--- src/rtl/ibex_pkg.sv ---
// Shared decoder/GA type definitions used by the GA issue controller.
// Only the GA operation-class enum is needed by this block.
package ibex_pkg;

  typedef enum logic [2:0] {
    GA_OP_ARITH     = 3'd0,
    GA_OP_LOGIC     = 3'd1,
    GA_OP_LOAD_MEM  = 3'd2,
    GA_OP_STORE_MEM = 3'd3,
    GA_OP_STATUS    = 3'd4
  } ga_op_sel_e;

endpackage

--- src/rtl/ga_issue_ctrl.sv ---
// GA issue controller: scoreboarded in-order issue of decoded GA ops, in-order
// retirement with registered writeback, status fence, watchdog and sticky errors.
module ga_issue_ctrl
  import ibex_pkg::*;
#(
  parameter int unsigned MaxOutstanding = 4,
  parameter int unsigned TimeoutCycles  = 255
) (
  input  logic       clk_i,
  input  logic       rst_i,
  input  logic       id_valid_i,
  output logic       id_ready_o,
  input  ga_op_sel_e ga_op_sel_i,
  input  logic [2:0] ga_funct3_i,
  input  logic [6:0] ga_funct7_i,
  input  logic       ga_reg_we_i,
  input  logic [4:0] ga_reg_raddr_a_i,
  input  logic [4:0] ga_reg_raddr_b_i,
  input  logic [4:0] ga_reg_waddr_i,
  output logic       ex_valid_o,
  input  logic       ex_ready_i,
  output ga_op_sel_e ex_op_sel_o,
  output logic [2:0] ex_funct3_o,
  output logic [6:0] ex_funct7_o,
  output logic [4:0] ex_raddr_a_o,
  output logic [4:0] ex_raddr_b_o,
  output logic [4:0] ex_waddr_o,
  input  logic       ex_done_i,
  input  logic       ex_err_i,
  output logic       wb_we_o,
  output logic [4:0] wb_waddr_o,
  output logic       busy_o,
  output logic       err_proto_o,
  output logic       err_timeout_o,
  output logic       err_exec_o,
  input  logic       err_clear_i
);

  localparam int unsigned PtrW = (MaxOutstanding > 1) ? $clog2(MaxOutstanding) : 1;
  localparam int unsigned CntW = PtrW + 1;

  // Each FIFO entry is {writes_reg, dest_addr}.
  logic [5:0]      fifo_mem_reg [MaxOutstanding];
  logic [PtrW-1:0] rd_ptr_reg, wr_ptr_reg;
  logic [CntW-1:0] count_reg, count_next;
  logic [31:0]     scoreboard_reg, scoreboard_next;
  logic            clr_valid_reg;
  logic [4:0]      clr_addr_reg;
  logic [15:0]     wdog_reg;
  logic            wb_we_reg;
  logic [4:0]      wb_waddr_reg;
  logic            err_proto_reg, err_timeout_reg, err_exec_reg;

  logic       fifo_empty, fifo_full, hazard, issue_allowed;
  logic       push, done_pop, timeout_pop, pop;
  logic [5:0] head;

  assign fifo_empty = (count_reg == '0);
  assign fifo_full  = (count_reg == CntW'(MaxOutstanding));

  assign hazard = scoreboard_reg[ga_reg_raddr_a_i] | scoreboard_reg[ga_reg_raddr_b_i] |
                  (ga_reg_we_i & scoreboard_reg[ga_reg_waddr_i]);

  // A status op acts as a fence: it only issues into an empty pipeline.
  assign issue_allowed = ~hazard & ~fifo_full &
                         ((ga_op_sel_i != GA_OP_STATUS) | fifo_empty);

  assign ex_valid_o = id_valid_i & issue_allowed & ~rst_i;
  assign push       = ex_valid_o & ex_ready_i;
  assign id_ready_o = push;

  assign ex_op_sel_o  = ga_op_sel_i;
  assign ex_funct3_o  = ga_funct3_i;
  assign ex_funct7_o  = ga_funct7_i;
  assign ex_raddr_a_o = ga_reg_raddr_a_i;
  assign ex_raddr_b_o = ga_reg_raddr_b_i;
  assign ex_waddr_o   = ga_reg_waddr_i;

  assign head        = fifo_mem_reg[rd_ptr_reg];
  assign done_pop    = ex_done_i & ~fifo_empty;
  assign timeout_pop = ~fifo_empty & ~ex_done_i & (wdog_reg == 16'(TimeoutCycles - 1));
  assign pop         = done_pop | timeout_pop;
  assign count_next  = count_reg + CntW'(push) - CntW'(pop);

  // Set on accept wins over a pending clear; WAW hazard keeps the two apart anyway.
  for (genvar gi = 0; gi < 32; gi++) begin : g_sb
    assign scoreboard_next[gi] =
        (push & ga_reg_we_i & (ga_reg_waddr_i == 5'(gi))) |
        (scoreboard_reg[gi] & ~(clr_valid_reg & (clr_addr_reg == 5'(gi))));
  end

  always_ff @(posedge clk_i) begin
    if (push) begin
      fifo_mem_reg[wr_ptr_reg] <= {ga_reg_we_i, ga_reg_waddr_i};
    end
  end

  always_ff @(posedge clk_i) begin
    if (rst_i) begin
      rd_ptr_reg      <= '0;
      wr_ptr_reg      <= '0;
      count_reg       <= '0;
      scoreboard_reg  <= '0;
      clr_valid_reg   <= 1'b0;
      clr_addr_reg    <= '0;
      wdog_reg        <= '0;
      wb_we_reg       <= 1'b0;
      wb_waddr_reg    <= '0;
      err_proto_reg   <= 1'b0;
      err_timeout_reg <= 1'b0;
      err_exec_reg    <= 1'b0;
    end else begin
      if (push) wr_ptr_reg <= wr_ptr_reg + 1'b1;
      if (pop)  rd_ptr_reg <= rd_ptr_reg + 1'b1;
      count_reg      <= count_next;
      scoreboard_reg <= scoreboard_next;
      // The retired head's bit is released one cycle later, during the wb cycle.
      clr_valid_reg  <= pop & head[5];
      clr_addr_reg   <= head[4:0];
      wb_we_reg      <= done_pop & head[5] & ~ex_err_i;
      if (done_pop) wb_waddr_reg <= head[4:0];
      wdog_reg <= (fifo_empty | ex_done_i | timeout_pop) ? '0 : wdog_reg + 16'd1;
      err_proto_reg   <= (err_proto_reg & ~err_clear_i) | (ex_done_i & fifo_empty);
      err_timeout_reg <= (err_timeout_reg & ~err_clear_i) | timeout_pop;
      err_exec_reg    <= (err_exec_reg & ~err_clear_i) | (done_pop & ex_err_i);
    end
  end

  assign wb_we_o       = wb_we_reg;
  assign wb_waddr_o    = wb_waddr_reg;
  assign busy_o        = ~fifo_empty;
  assign err_proto_o   = err_proto_reg;
  assign err_timeout_o = err_timeout_reg;
  assign err_exec_o    = err_exec_reg;

endmodule

--- config.mk ---
export PLATFORM = sky130hd
export DESIGN_NAME = ga_issue_ctrl
export DESIGN_NICKNAME = d
export VERILOG_FILES = /design/src/rtl/ibex_pkg.sv /design/src/rtl/ga_issue_ctrl.sv
export SDC_FILE = /design/constraint.sdc
export NUM_CORES = 1
export LEC_CHECK = 0
export ABC_AREA = 0
export BUFFER_PORTS_ARGS = -buffer_cell sky130_fd_sc_hd__buf_2
export CORE_ASPECT_RATIO = 1.4
export CORE_MARGIN = 3
export CORE_UTILIZATION = 50
export CTS_BUF_LIST = sky130_fd_sc_hd__clkbuf_8
export DETAILED_ROUTE_END_ITERATION = 10
export PLACE_DENSITY = 0.72
export SLEW_MARGIN = 15
export SYNTH_ARGS = -nofsm -noshare
export SYNTH_HDL_FRONTEND = slang
export SYNTH_SLANG_ARGS = --single-unit
--- constraint.sdc ---
create_clock -name clk_i -period 4.4 [get_ports clk_i]
set_clock_uncertainty 0.2 [all_clocks]
set_input_delay 0 -clock clk_i [delete_from_list [all_inputs] [get_ports clk_i]]
set_output_delay 0 -clock clk_i [all_outputs]
set_load 0.1 [all_outputs]
==> metrics.md <==
| Metric | Value |
|---|---|
| Fin. max-slew vios | 0 |
| Die height | 122.6 um |
| Post-Synthesis Cells | 447 |
| DP HPWL | 8462 um |
| Vias in the first global route | 3542 |
| Initial DRC count | 362 |
| Gpl congestion | 0.9068 |
| Relative slew margins | 34.62% |
| Routed length per instance | 20.05 um |
| Count of final hold-check violations | 0 |
| ANT nets after route | 0 |
| Die width | 89.26 um |
| Syn avg cell area | 10.85 um2 |
| Worst-Skew Late Latency | 0.37 ns |
| CP startpoint kind | flop |
| Post-synthesis compound-gate area fraction | 12.09% |
| Routed vias | 3721 |
| Max clock buf depth | 2 |
| Slew @ Worst Pin | 0.9775 ns |
| Core Area | 0.009234 mm2 |
| Fin crit share | 76.15% |
| Leakage | 1.930 nW |
| HP Class | in2out |
| Fraction of registers with async set/reset | 0% |
| Root Buffer | clkbuf_8 |
| Die area | 0.01094 mm2 |
| Register-to-register setup slack | 1.05 ns |
| CP Data Arrival Time | 3.40 ns |
| Antenna violations before repair | 0 |
| Synth Area in Adders | 2.476% |
| Count of cell types in the netlist | 48 |
| Fmax | 298.4 MHz |
| Mapped Area | 0.004852 mm2 |
| Global-route wire length before repair | 18700 um |
| Mux contribution to synthesized area | 15.94% |
| Placed Instances | 558 |
| Outcome | finished clean |
| RSZ-0062 raised after global routing | false |
| Critical path fanouts, max | 5 |
| Initial Utilization | 52.55% |
| Critical Path RT | 4.45 ns |
| Syn. warnings | 0 |
| Xor/xnor cell area share of the yosys netlist | 3.249% |
| Largest net degree at the start of global routing | 40 |
| CTS tree | done |
| First drt pass iteration count | 5 |
| Peak supply drop | 0.0001872 V |
| I/O pin total | 76 |
| Setup TNS | 0 ns |
| CTS sink cnt | 96 |
| Share of cells above drive strength 1 | 22.81% |
| Clk slew on worst S/H paths | 0.09 ns |
| Net Count, Synth | 492 |
| IO buf count | 55 |
| Power density cells | 414.2 mW/mm2 |
| Crit path kind | reg2reg |
| Drt via density | 6.222 |
| Final setup viols | 0 |
| Period minus WS final | 3.351 ns |
| Largest family of logic cells by synthesized area | multiplexers |
| Num CTS Buffers | 9 |
| GRT overflow | 0 |
| FF+latch count, synth | 96 |
| Total GRT Usage | 22.88% |
| Fin cells | 598 |
| Post-synth EDFFs | 24 |
| Area grow syn2layout | 11.29% |
| Antenna Cells | 0 |
| Drt total wl | 11990 um |
| H-tree Lvls | 3 |
| Largest register FFs | 32 |
| Critical Path End Type | flop |
| DR DRC count | 0 |
| Final #Nets | 531 |
| Simple-gate share of the synthesized area | 14.26% |
| # rows | 41 |
| Post-synth top flop | dfxtp_1 |
| Post-synthesis sequential area ratio | 44.56% |
| Maxcap violations | 0 |
## cell families (layout without fill, tap and decap cells)
family	count (synthesis)	in the layout
multiplexers	38	38
AND/OR/NAND/NOR	139	139
flip-flops	96	96
AO/OA/AOI/OAI	81	81
XOR/XNOR	18	18
buffers and inverters	66	110
adder cells (fa/ha/maj)	9	9
## cells in the final DEF (no fill, tap or decap), types with 5 or more instances in the layout
cell type       n
dfxtp_1        72
buf_2          55
nor2_1         37
nand2_1        32
mux4_2         31
edfxtp_1       24
dlygate4sd3_1  24
o21ai_0        21
o32ai_1        21
nand3_1        18
inv_1          13
nor2b_1        10
nand2b_1        9
a21oi_1         9
xnor2_1         9
xor2_1          9
clkbuf_8        9
and2_1          8
o311ai_0        8
ha_1            8
and3_1          6
o31ai_1         6
nand4_1         5
o41ai_1         5
## stage by stage
step	cell area (um2)	power, mW	setup WS [ns]	hold WS, ns	util (%)
global route	5400	2.340	0.7621	0.1938	58.48
global placement	4965	1.613	1.093	-0.1993	53.77
finish	5400	2.237	1.049	0.1854	58.48
detailed placement	4965	1.620	1.030	-0.1993	53.77
floorplan	4852	1.553	0.7081	-0.1227	-
CTS	5400	2.253	1.025	0.1865	58.48
## layer usage
layer	vias to the layer above	wire length, um	GRT usage, %	part of all wire [%]
met5	-	0	0	0
met4	0	429	10.71	3.6
met3	37	736	4.164	6.1
met2	170	6170	37.78	51
met1	1795	4654	28.66	39
li1	1719	-	-	-
## final timing paths
check,endpoint,from,depth (start not counted)
worst max-delay path,count_reg[2],wdog_reg[0],13
worst min-delay path,ex_op_sel_o[0],ga_op_sel_i[0],2
worst max register to register,count_reg[2],wdog_reg[0],13
worst min register to register,wb_waddr_o[3],wb_waddr_o[3],2
## synthesized netlist by cell type (2+ instances only)
cell type   n  area [um2]
nor3_1      3       15.01
o211ai_1    3       22.52
and3_1      6       37.54
or2_2       2       12.51
inv_1      12       45.04
or3_1       2       12.51
buf_4      29       217.7
o32ai_1    21       183.9
mux2_2      3       33.78
nand4_1     5       31.28
clkbuf_1   19       71.32
buf_2       3       15.01
nand2b_1    9       56.30
nor2_1     37       138.9
a22oi_1     2       15.01
buf_1       2       7.510
mux2i_1     3       30.03
xor2_1      9       78.83
dfxtp_1    72        1441
o41ai_1     5       43.79
edfxtp_1   24       720.7
o31ai_1     6       45.04
ha_1        8       100.1
nand3_1    18       90.09
a21oi_1     9       45.04
o311ai_0    8       70.07
nor2b_1    10       62.56
and2_1      8       50.05
xnor2_1     9       78.83
mux4_2     31       698.2
nand2_1    32       120.1
o21ai_0    21       105.1
## final cells by class
class / instances / area (um2)
multi-input cells: 285 / 2330
inverters: 13 / 48.80
flip-flops and latches: 96 / 2162
clock inverters: 7 / 71.32
clock buffers: 9 / 123.9
well taps: 107 / 133.9
repair buffers: 81 / 530.5
fillers: 766 / 3834
## power breakdown
| group | switching [mW] | total, mW | leakage, nW | internal (mW) |
|---|---|---|---|---|
| clock | 0.318 | 0.582 | 0.0991 | 0.264 |
| combinational | 0.467 | 0.638 | 1.03 | 0.171 |
| sequential | 0.0594 | 1.02 | 0.800 | 0.957 |
| total | 0.845 | 2.24 | 1.93 | 1.39 |
## critical path: stages, from the launching register on
cell	delay, ns
dfxtp_1	0.35
inv_1	0.07
ha_1	0.12
or4b_2	0.59
nor4_1	0.40
o21a_1	0.27
ha_1	0.26
inv_1	0.05
ha_1	0.13
inv_1	0.05
fa_1	0.37
xor2_1	0.19
xnor2_1	0.14
nor2_1	0.05
## repair_timing
item,in CTS,in global routing
hold buffers,24,0
setup buffers,0,0
gates resized for setup,0,0
hold endpoints to repair,72,0
(Power assumes the default switching activity.)
